## src/rtl/toggle_pkg.sv

```systemverilog
// Shared types and defaults for the toggle-signalling receiver.
package toggle_pkg;

    typedef enum logic [1:0] {
        ST_IDLE    = 2'd0,
        ST_ACTIVE  = 2'd1,
        ST_STALLED = 2'd2
    } state_t;

    localparam int DEFAULT_TIMEOUT = 1000;

endpackage

```

## src/rtl/toggle_edge_det.sv

```systemverilog
// Turns level changes on the toggle line into single-cycle events.
// Optional TOGGLE_RX_SYNC_EN adds a two-flop synchronizer ahead of the sampler.
module toggle_edge_det (
    input  logic clk,
    input  logic reset,
    input  logic t_in,
    output logic evt
);
    logic t_s;
    logic t_d;
    logic t_prev;

`ifdef TOGGLE_RX_SYNC_EN
    localparam int ARM_DLY = 4;
    logic [1:0] sync;

    always_ff @(posedge clk) begin
        if (reset) begin
            sync <= '0;
        end else begin
            sync <= {sync[0], t_in};
        end
    end

    assign t_s = sync[1];
`else
    localparam int ARM_DLY = 2;

    assign t_s = t_in;
`endif

    // Arming waits until t_prev holds a real sample, so the first level seen is reference only.
    logic [ARM_DLY-1:0] arm_sr;

    always_ff @(posedge clk) begin
        if (reset) begin
            t_d    <= 1'b0;
            t_prev <= 1'b0;
            arm_sr <= '0;
        end else begin
            t_d    <= t_s;
            t_prev <= t_d;
            arm_sr <= {arm_sr[ARM_DLY-2:0], 1'b1};
        end
    end

    assign evt = arm_sr[ARM_DLY-1] & (t_d ^ t_prev);

endmodule

```

## src/rtl/toggle_rx.sv

```systemverilog
// Toggle-link receiver: event strobe, saturating count, period measurement and link status.
// Define TOGGLE_RX_SYNC_EN to synchronize an asynchronous t_in (adds two cycles of latency).
module toggle_rx
    import toggle_pkg::*;
#(
    parameter int CNT_W   = 8,
    parameter int PER_W   = 16,
    parameter int TIMEOUT = DEFAULT_TIMEOUT
) (
    input  logic             clk,
    input  logic             reset,
    input  logic             t_in,
    input  logic             clr,
    output logic             pulse,
    output logic [CNT_W-1:0] count,
    output logic [PER_W-1:0] period,
    output logic             period_valid,
    output logic [1:0]       state,
    output logic             stall_pulse
);
    localparam logic [CNT_W-1:0] CNT_MAX = '1;
    localparam logic [PER_W-1:0] PER_MAX = '1;
    localparam logic [PER_W-1:0] TO_VAL  = PER_W'(TIMEOUT);

    logic             evt;
    logic             stall_now;
    logic [PER_W-1:0] timer;
    state_t           state_r;

    toggle_edge_det u_edge (
        .clk   (clk),
        .reset (reset),
        .t_in  (t_in),
        .evt   (evt)
    );

    // An event in the timeout cycle keeps the link active.
    assign stall_now = (state_r == ST_ACTIVE) && !evt && (timer == TO_VAL);

    always_ff @(posedge clk) begin
        if (reset) begin
            pulse        <= 1'b0;
            count        <= '0;
            period       <= '0;
            period_valid <= 1'b0;
            stall_pulse  <= 1'b0;
            timer        <= '0;
            state_r      <= ST_IDLE;
        end else begin
            pulse        <= evt;
            period_valid <= evt && (state_r != ST_IDLE);
            stall_pulse  <= stall_now;

            if (evt) begin
                timer  <= PER_W'(1);
                period <= timer;
            end else if (timer != PER_MAX) begin
                timer <= timer + PER_W'(1);
            end

            if (clr) begin
                count <= evt ? CNT_W'(1) : '0;
            end else if (evt && (count != CNT_MAX)) begin
                count <= count + CNT_W'(1);
            end

            case (state_r)
                ST_IDLE:    if (evt) state_r <= ST_ACTIVE;
                ST_ACTIVE:  if (stall_now) state_r <= ST_STALLED;
                ST_STALLED: if (evt) state_r <= ST_ACTIVE;
                default:    state_r <= ST_IDLE;
            endcase
        end
    end

    assign state = state_r;

endmodule

```

## config.mk

```make
export PLATFORM = sky130hd
export DESIGN_NAME = toggle_rx
export DESIGN_NICKNAME = d
export VERILOG_FILES = /design/src/rtl/toggle_pkg.sv /design/src/rtl/toggle_edge_det.sv /design/src/rtl/toggle_rx.sv
export SDC_FILE = /design/constraint.sdc
export NUM_CORES = 1
export LEC_CHECK = 0
export ABC_AREA = 1
export CORE_MARGIN = 5
export CORE_UTILIZATION = 30
export CTS_CLUSTER_SIZE = 20
export DETAILED_ROUTE_END_ITERATION = 10
export GPL_TIMING_DRIVEN = 0
export PLACE_DENSITY_LB_ADDON = 0.2
export SLEW_MARGIN = 5
export SYNTH_ARGS = -nofsm -noshare
export SYNTH_HDL_FRONTEND = slang
export SYNTH_SLANG_ARGS = --single-unit
```

## constraint.sdc

```tcl
create_clock -name clk -period 1.7 [get_ports clk]
set_input_delay 0.255 -clock clk [delete_from_list [all_inputs] [get_ports clk]]
set_output_delay 0.255 -clock clk [all_outputs]
set_load 0.02 [all_outputs]
```

# == Word level (Yosys, flattened, before mapping) ==
# Cells that the tools add are included.
# W data, S select, Z words.
# op_classes
add_sub_neg,2
eq_ne,7
mux,9
bitwise,2
reduce_logical,12
# op_table
operator,n
$add A16 B1 Y16 const B,1
$eq A16 B10 Y1 const B,1
$mux W8,2
$ne A16 B16 Y1 const B,1
$add A8 B1 Y8 const B,1
$ne A8 B8 Y1 const B,1
$reduce_bool A2 Y1,3
$logic_and A1 B1 Y1,4
$mux W1,4
$mux W2,2
$pmux W2 S2,1
$reduce_or A2 Y1,2
$eq A2 B1 Y1 const B,1
$eq A2 B2 Y1 const B,1
$logic_not A2 Y1,1
$ne A2 B1 Y1 const B,1
$ne A2 B2 Y1 const B,1
$reduce_and A2 Y1,1
$and A1 B1 Y1,1
$logic_not A1 Y1,1
$xor A1 B1 Y1,1
# word_totals
ff_bits,49
in_bits,4
out_inout_bits,29
elab_cells,44

# == Logic depth before layout (Yosys ltp) ==
# depth
word_depth,7
depth_mapped,10

# == Cells and area by module ==
# A second synthesis with hierarchy kept.
# hier_totals
hier_cells,312
area_unflattened_um2,2198.4
# modules_own_cells
mod,n_inst,cells_each,area_per_inst_um2,seq_area_each_um2
toggle_rx,1,297,2074.5,900.9
toggle_edge_det,1,15,123.9,80.1

# == Worst setup path before layout ==
# OpenSTA, ideal clock, no wires.
# synth_path
path_type,flip-flop to flip-flop
startpoint,reg count[0]
endpoint,reg count[6]
setup_time_ns,0.117
t_arrival_ns,1.414
required_time_ns,1.583
setup_slack_ns,0.169
path_stages_with_launch,9
synth_period_minus_slack_ns,1.531
cell_sequence,dfxtp_1 > ha_1 > nand2_1 > nor2_1 > nand2_1 > nand2_1 > nand2_1 > a21oi_1 > nor2_1
# synth_via
elab_chain_len,3
word_cells_on_any_way,6
cone_classes,1 x add/sub; 1 x eq/ne; 2 x mux; 2 x reduce/logical
# synth_lines
item,line_no,rtl
"start, declared",toggle_rx.sv:15,"output logic [CNT_W-1:0] count,"
"start signal, assigned",toggle_rx.sv:62,count <= evt ? CNT_W'(1) : '0;
"start signal, assigned",toggle_rx.sv:64,count <= count + CNT_W'(1);
$add A8 B1 Y8 / $ne A8 B8 Y1 (equally long branches),"toggle_rx.sv:64, toggle_rx.sv:63",
$mux W8 / $logic_and A1 B1 Y1 (equally long branches),toggle_rx.sv:63,end else if (evt && (count != CNT_MAX)) begin
$mux W8 / $reduce_bool A2 Y1 (equally long branches),n/a,
# Parallel ways exist; a longest one is shown, timed or not. The select of a mux whose other input is x is not followed.
# A chain may end at the register's enable or synchronous reset.

# == Final worst setup path ==
# layout_path
startpoint,reg count[5]
endpoint,out count[5]
# No word-level cell between the ends.

==> tab_implementation.tex <==
\begin{tabular}{lr}
\hline
Metric & Value \\
\hline
\multicolumn{2}{l}{\textbf{Timing}} \\
Hold\_ws & between 0.2 and 0.25 ns \\
Achievable clock frequency & approximately 620 MHz \\
Worst setup skew after layout & between 0.009 and 0.01 ns \\
Total setup violations reported at the end of the flow & 0 \\
Period utilization & approximately 96\% \\
Total negative setup slack & 0 ns \\
Slew margin rel. & 68.1\% \\
RSZ-0062 raised after global routing & false \\
Number of max-slew violations in the final report & 0 \\
Number of endpoints with negative hold slack in the final report & 0 \\
Final critical-path required period & 1.63 ns \\
Transition time at the pin with the least slew margin & 0.479 ns \\
\multicolumn{2}{l}{\textbf{Critical path}} \\
Critical setup path kind & register to output pin \\
Arrival time of data at the critical path endpoint & roughly 1.4 ns \\
Crit path launch type & register \\
Path length in cells of the critical path & 1 \\
Nature of the critical path endpoint & output pin \\
Largest fanout on the critical path & 6 \\
Worst EP required & $\sim$1.4 ns \\
CP bufs+invs & 1 \\
Number of cells on the worst reg-to-reg path & 9 \\
Cell with the biggest individual delay on the critical path & clkdlybuf4s50\_1 \\
Crit path max-delay family & buffers and inverters \\
Cells traversed along the worst timing path & clkdlybuf4s50\_1 \\
CP max stage delay & between 0.6 and 0.7 ns \\
\multicolumn{2}{l}{\textbf{Route}} \\
Routed met3 length & 151 µm \\
Post-detailed-routing wire length & 5030 µm \\
Detail Route Antenna Nets & 0 \\
Routed length per placed instance & 11.4 µm \\
Wire length on met2 & between 2000 and 2500 µm \\
Iteration count of the initial detailed-routing pass & 4 \\
Detailed-route via count & 1928 \\
Met1 Wirelength & 2470 µm \\
Detailed router's first-iteration violation count & just over 90 \\
Per-cell via count in the routed design & around 4.4 \\
Highest layer used for signal routing & met4 \\
DRC violations left & 0 \\
\multicolumn{2}{l}{\textbf{Power and ir drop}} \\
Max IR drop VDD & $\sim$0.36 mV \\
Pleak & 1.00 nW \\
Sw Share & $\sim$22\% \\
Portion of total power attributed to combinational logic & under 10\% \\
Register share of total power & a little over half \\
Portion of total power attributed to the clock network & just over 40\% \\
Net load switching power & between 0.4 and 0.5 mW \\
Power per unit of standard cell area & between 700 and 800 mW/mm² \\
Cell-internal power & 1.68 mW \\
\multicolumn{2}{l}{\textbf{Yosys}} \\
Synth async-reset ratio & 0\% \\
Sequential area share after synthesis & a little under half \\
Synth area leader & dfxtp\_1 \\
Mean area per synthesized cell & approximately 7.0 µm² \\
Ranking of synthesized cells by area & dfxtp\_1, nand2\_1, inv\_1 \\
Number of synthesized flops with an enable pin & 0 \\
Count of cell types in the netlist & 22 \\
Seq cells post-synth & a little under 50 \\
Area share of the largest cell type after synthesis & a little under half \\
Total standard cell area after synthesis & 0.00215 mm² \\
Dominant register cell in the synthesized netlist & dfxtp\_1 \\
Cells after Synth & slightly above 300 \\
Warning count from the yosys run & 0 \\
Net Count, Synth & around 310 \\
\multicolumn{2}{l}{\textbf{Place}} \\
Last weighted congestion value of the routability-driven placer & between 0.8 and 0.9 \\
Post-DP Area & about 0.0026 mm² \\
DP HPWL & about 3800 µm \\
Quantity of I/O buffers inserted on ports & 31 \\
\multicolumn{2}{l}{\textbf{Cells and area}} \\
Area Overhead vs Synth & 26.2\% \\
Final \#Nets & $\sim$350 \\
Final Instance Area & between 0.002 and 0.003 mm² \\
Antenna Diode Count & 0 \\
Fraction of final layout cells with drive strength greater than 1 & under 10\% \\
\multicolumn{2}{l}{\textbf{Clock tree}} \\
TritonCTS clock tree & yes \\
Number of buffers added by the clock tree synthesis step & 5 \\
Clk pin slew, worst setup/hold paths & $\sim$0.10 ns \\
Number of clock sinks seen by CTS & 49 \\
Maximum level of the CTS H-tree & 2 \\
Buffers from clock root to sink, at most & 2 \\
Root Driver & clkbuf\_8 \\
Insertion delay of the later-clocked pin in the worst-skew pair & 0.30 ns \\
\multicolumn{2}{l}{\textbf{Die}} \\
Initial cell density of the core & between 30\% and 40\% \\
Die Span Y & around 95 µm \\
I/O Pins & 33 \\
Full die area & 0.00895 mm² \\
Core region area & 0.00687 mm² \\
Number of placement rows & 30 \\
Die boundary width & roughly 95 µm \\
\multicolumn{2}{l}{\textbf{Hold path}} \\
Cell depth of the worst hold path & 2 \\
Type of the tightest min-delay check & input pin to register \\
\multicolumn{2}{l}{\textbf{Run}} \\
Max Cap Viol & 0 \\
\multicolumn{2}{l}{\textbf{GRT}} \\
Number of global-route vias before repair & $\sim$1800 \\
Antenna violations before repair & 0 \\
Overall global routing resource usage & a little under an eighth \\
Global-route wire length before repair & between 8000 and 9000 µm \\
Pin count of the biggest net entering global routing & 16 \\
Overall overflow remaining after global route & 0 \\
\multicolumn{2}{l}{\textbf{Status}} \\
Result of the run & finished, final reports clean \\
\hline
\end{tabular}
worst paths after layout:
| path | slack (ns) | end | from |
|---|---|---|---|
| hold / removal | 0.25 | u_edge.arm_sr[0]$_DFF_P_ | reset |
| setup reg to reg | 0.15 | timer[1]$_SDFFE_PP0P_ | timer[0]$_SDFFE_PP0P_ |
| setup / recovery | 0.07 | count[5] | count[5]$_SDFFE_PP0P_ |
| hold reg to reg | 0.41 | u_edge.arm_sr[1]$_SDFF_PP0_ | u_edge.arm_sr[0]$_DFF_P_ |
timing repair:
item                       in CTS  in global routing
resized for setup               0                  5
setup endpoints to repair       0                 18
hold buffers                    0                  0
hold endpoints to repair        0                  0
setup buffers                   0                  0
power by group through the flow:
stage	combinational, mW	sequential, mW	clock (mW)
6_report	0.108	1.18	0.881
5_1_grt	0.123	1.18	0.949
4_1_cts	0.109	1.18	0.900
3_5_place_dp	0.108	1.20	0
3_3_place_gp	0.106	1.20	0
2_1_floorplan	0.0654	1.21	0
registers in the layout, indices dropped and copies added (netlist names):
| register | count |
|---|---|
| period | 16 |
| timer | 16 |
| count | 8 |
| state | 2 |
| u_edge.arm_sr | 2 |
| period_valid | 1 |
| pulse | 1 |
| stall_pulse | 1 |
| u_edge.t_d | 1 |
| u_edge.t_prev | 1 |
kinds of logic after synthesis:
logic type / share of synthesized area (%)
buffers and inverters: 9.73
and+or+nand+nor: 30.8
DFF: 45.7
adders and majority gates: 1.75
AOI/OAI and AO/OA: 12.1
synthesized netlist by cell type, types with 2 or more instances:
master / n
nand2_1: 82
dfxtp_1: 49
inv_1: 43
nor2_1: 34
o21ai_0: 29
nand3_1: 20
a21oi_1: 11
a31oi_1: 7
nand4_1: 7
nor2_4: 4
ha_1: 3
nand2_2: 3
buf_2: 2
clkbuf_1: 2
inv_2: 2
nor2_2: 2
cells in the final DEF (no fill, tap or decap):
cell             count
nand3_1             20
ha_1                 3
clkinvlp_4           1
nand4_1              7
or2_2                1
o21ai_0             29
buf_4                1
buf_6                1
nor2_4               4
nand2_4              1
clkbuf_1             2
dfxtp_1             47
a31oi_1              7
inv_2                2
a21oi_1             11
nor2_2               2
nand2_1             80
clkinv_1             1
clkdlybuf4s50_1     31
inv_1               43
dfxtp_2              2
buf_2                2
bufinv_16            1
clkbuf_8             6
nor2_1              34
o211ai_1             1
o21a_1               1
nand2_2              4
cell type report:
cell class,count,area (µm²)
inverter,46,173
clock buffer,6,82.6
tap,96,120
timing repair buffer,31,310
clock inverter,2,37.5
multi-input combinational,205,968
sequential,49,983
buffer,6,36.3
fill,728,4160
metrics by stage:
step	total power [mW]	std cells	util [%]	setup slack, ns
floorplan	1.27	306	-	0.169
global placement	1.31	433	37.5	0.0535
detailed placement	1.31	433	37.5	0.0385
CTS	2.19	441	39.3	0.0346
global route	2.25	441	39.5	0.00760
finish	2.17	441	39.5	0.0745
per-layer routing:
| layer | global-route usage (%) | vias up |
|---|---|---|
| met1 | 15.1 | 858 |
| met3 | 2.87 | 2 |
| met4 | 3.25 | 0 |
| met5 | 0 | - |
| met2 | 19.8 | 22 |
| li1 | - | 1046 |
No activity file was read; power rests on OpenSTA's default activity.
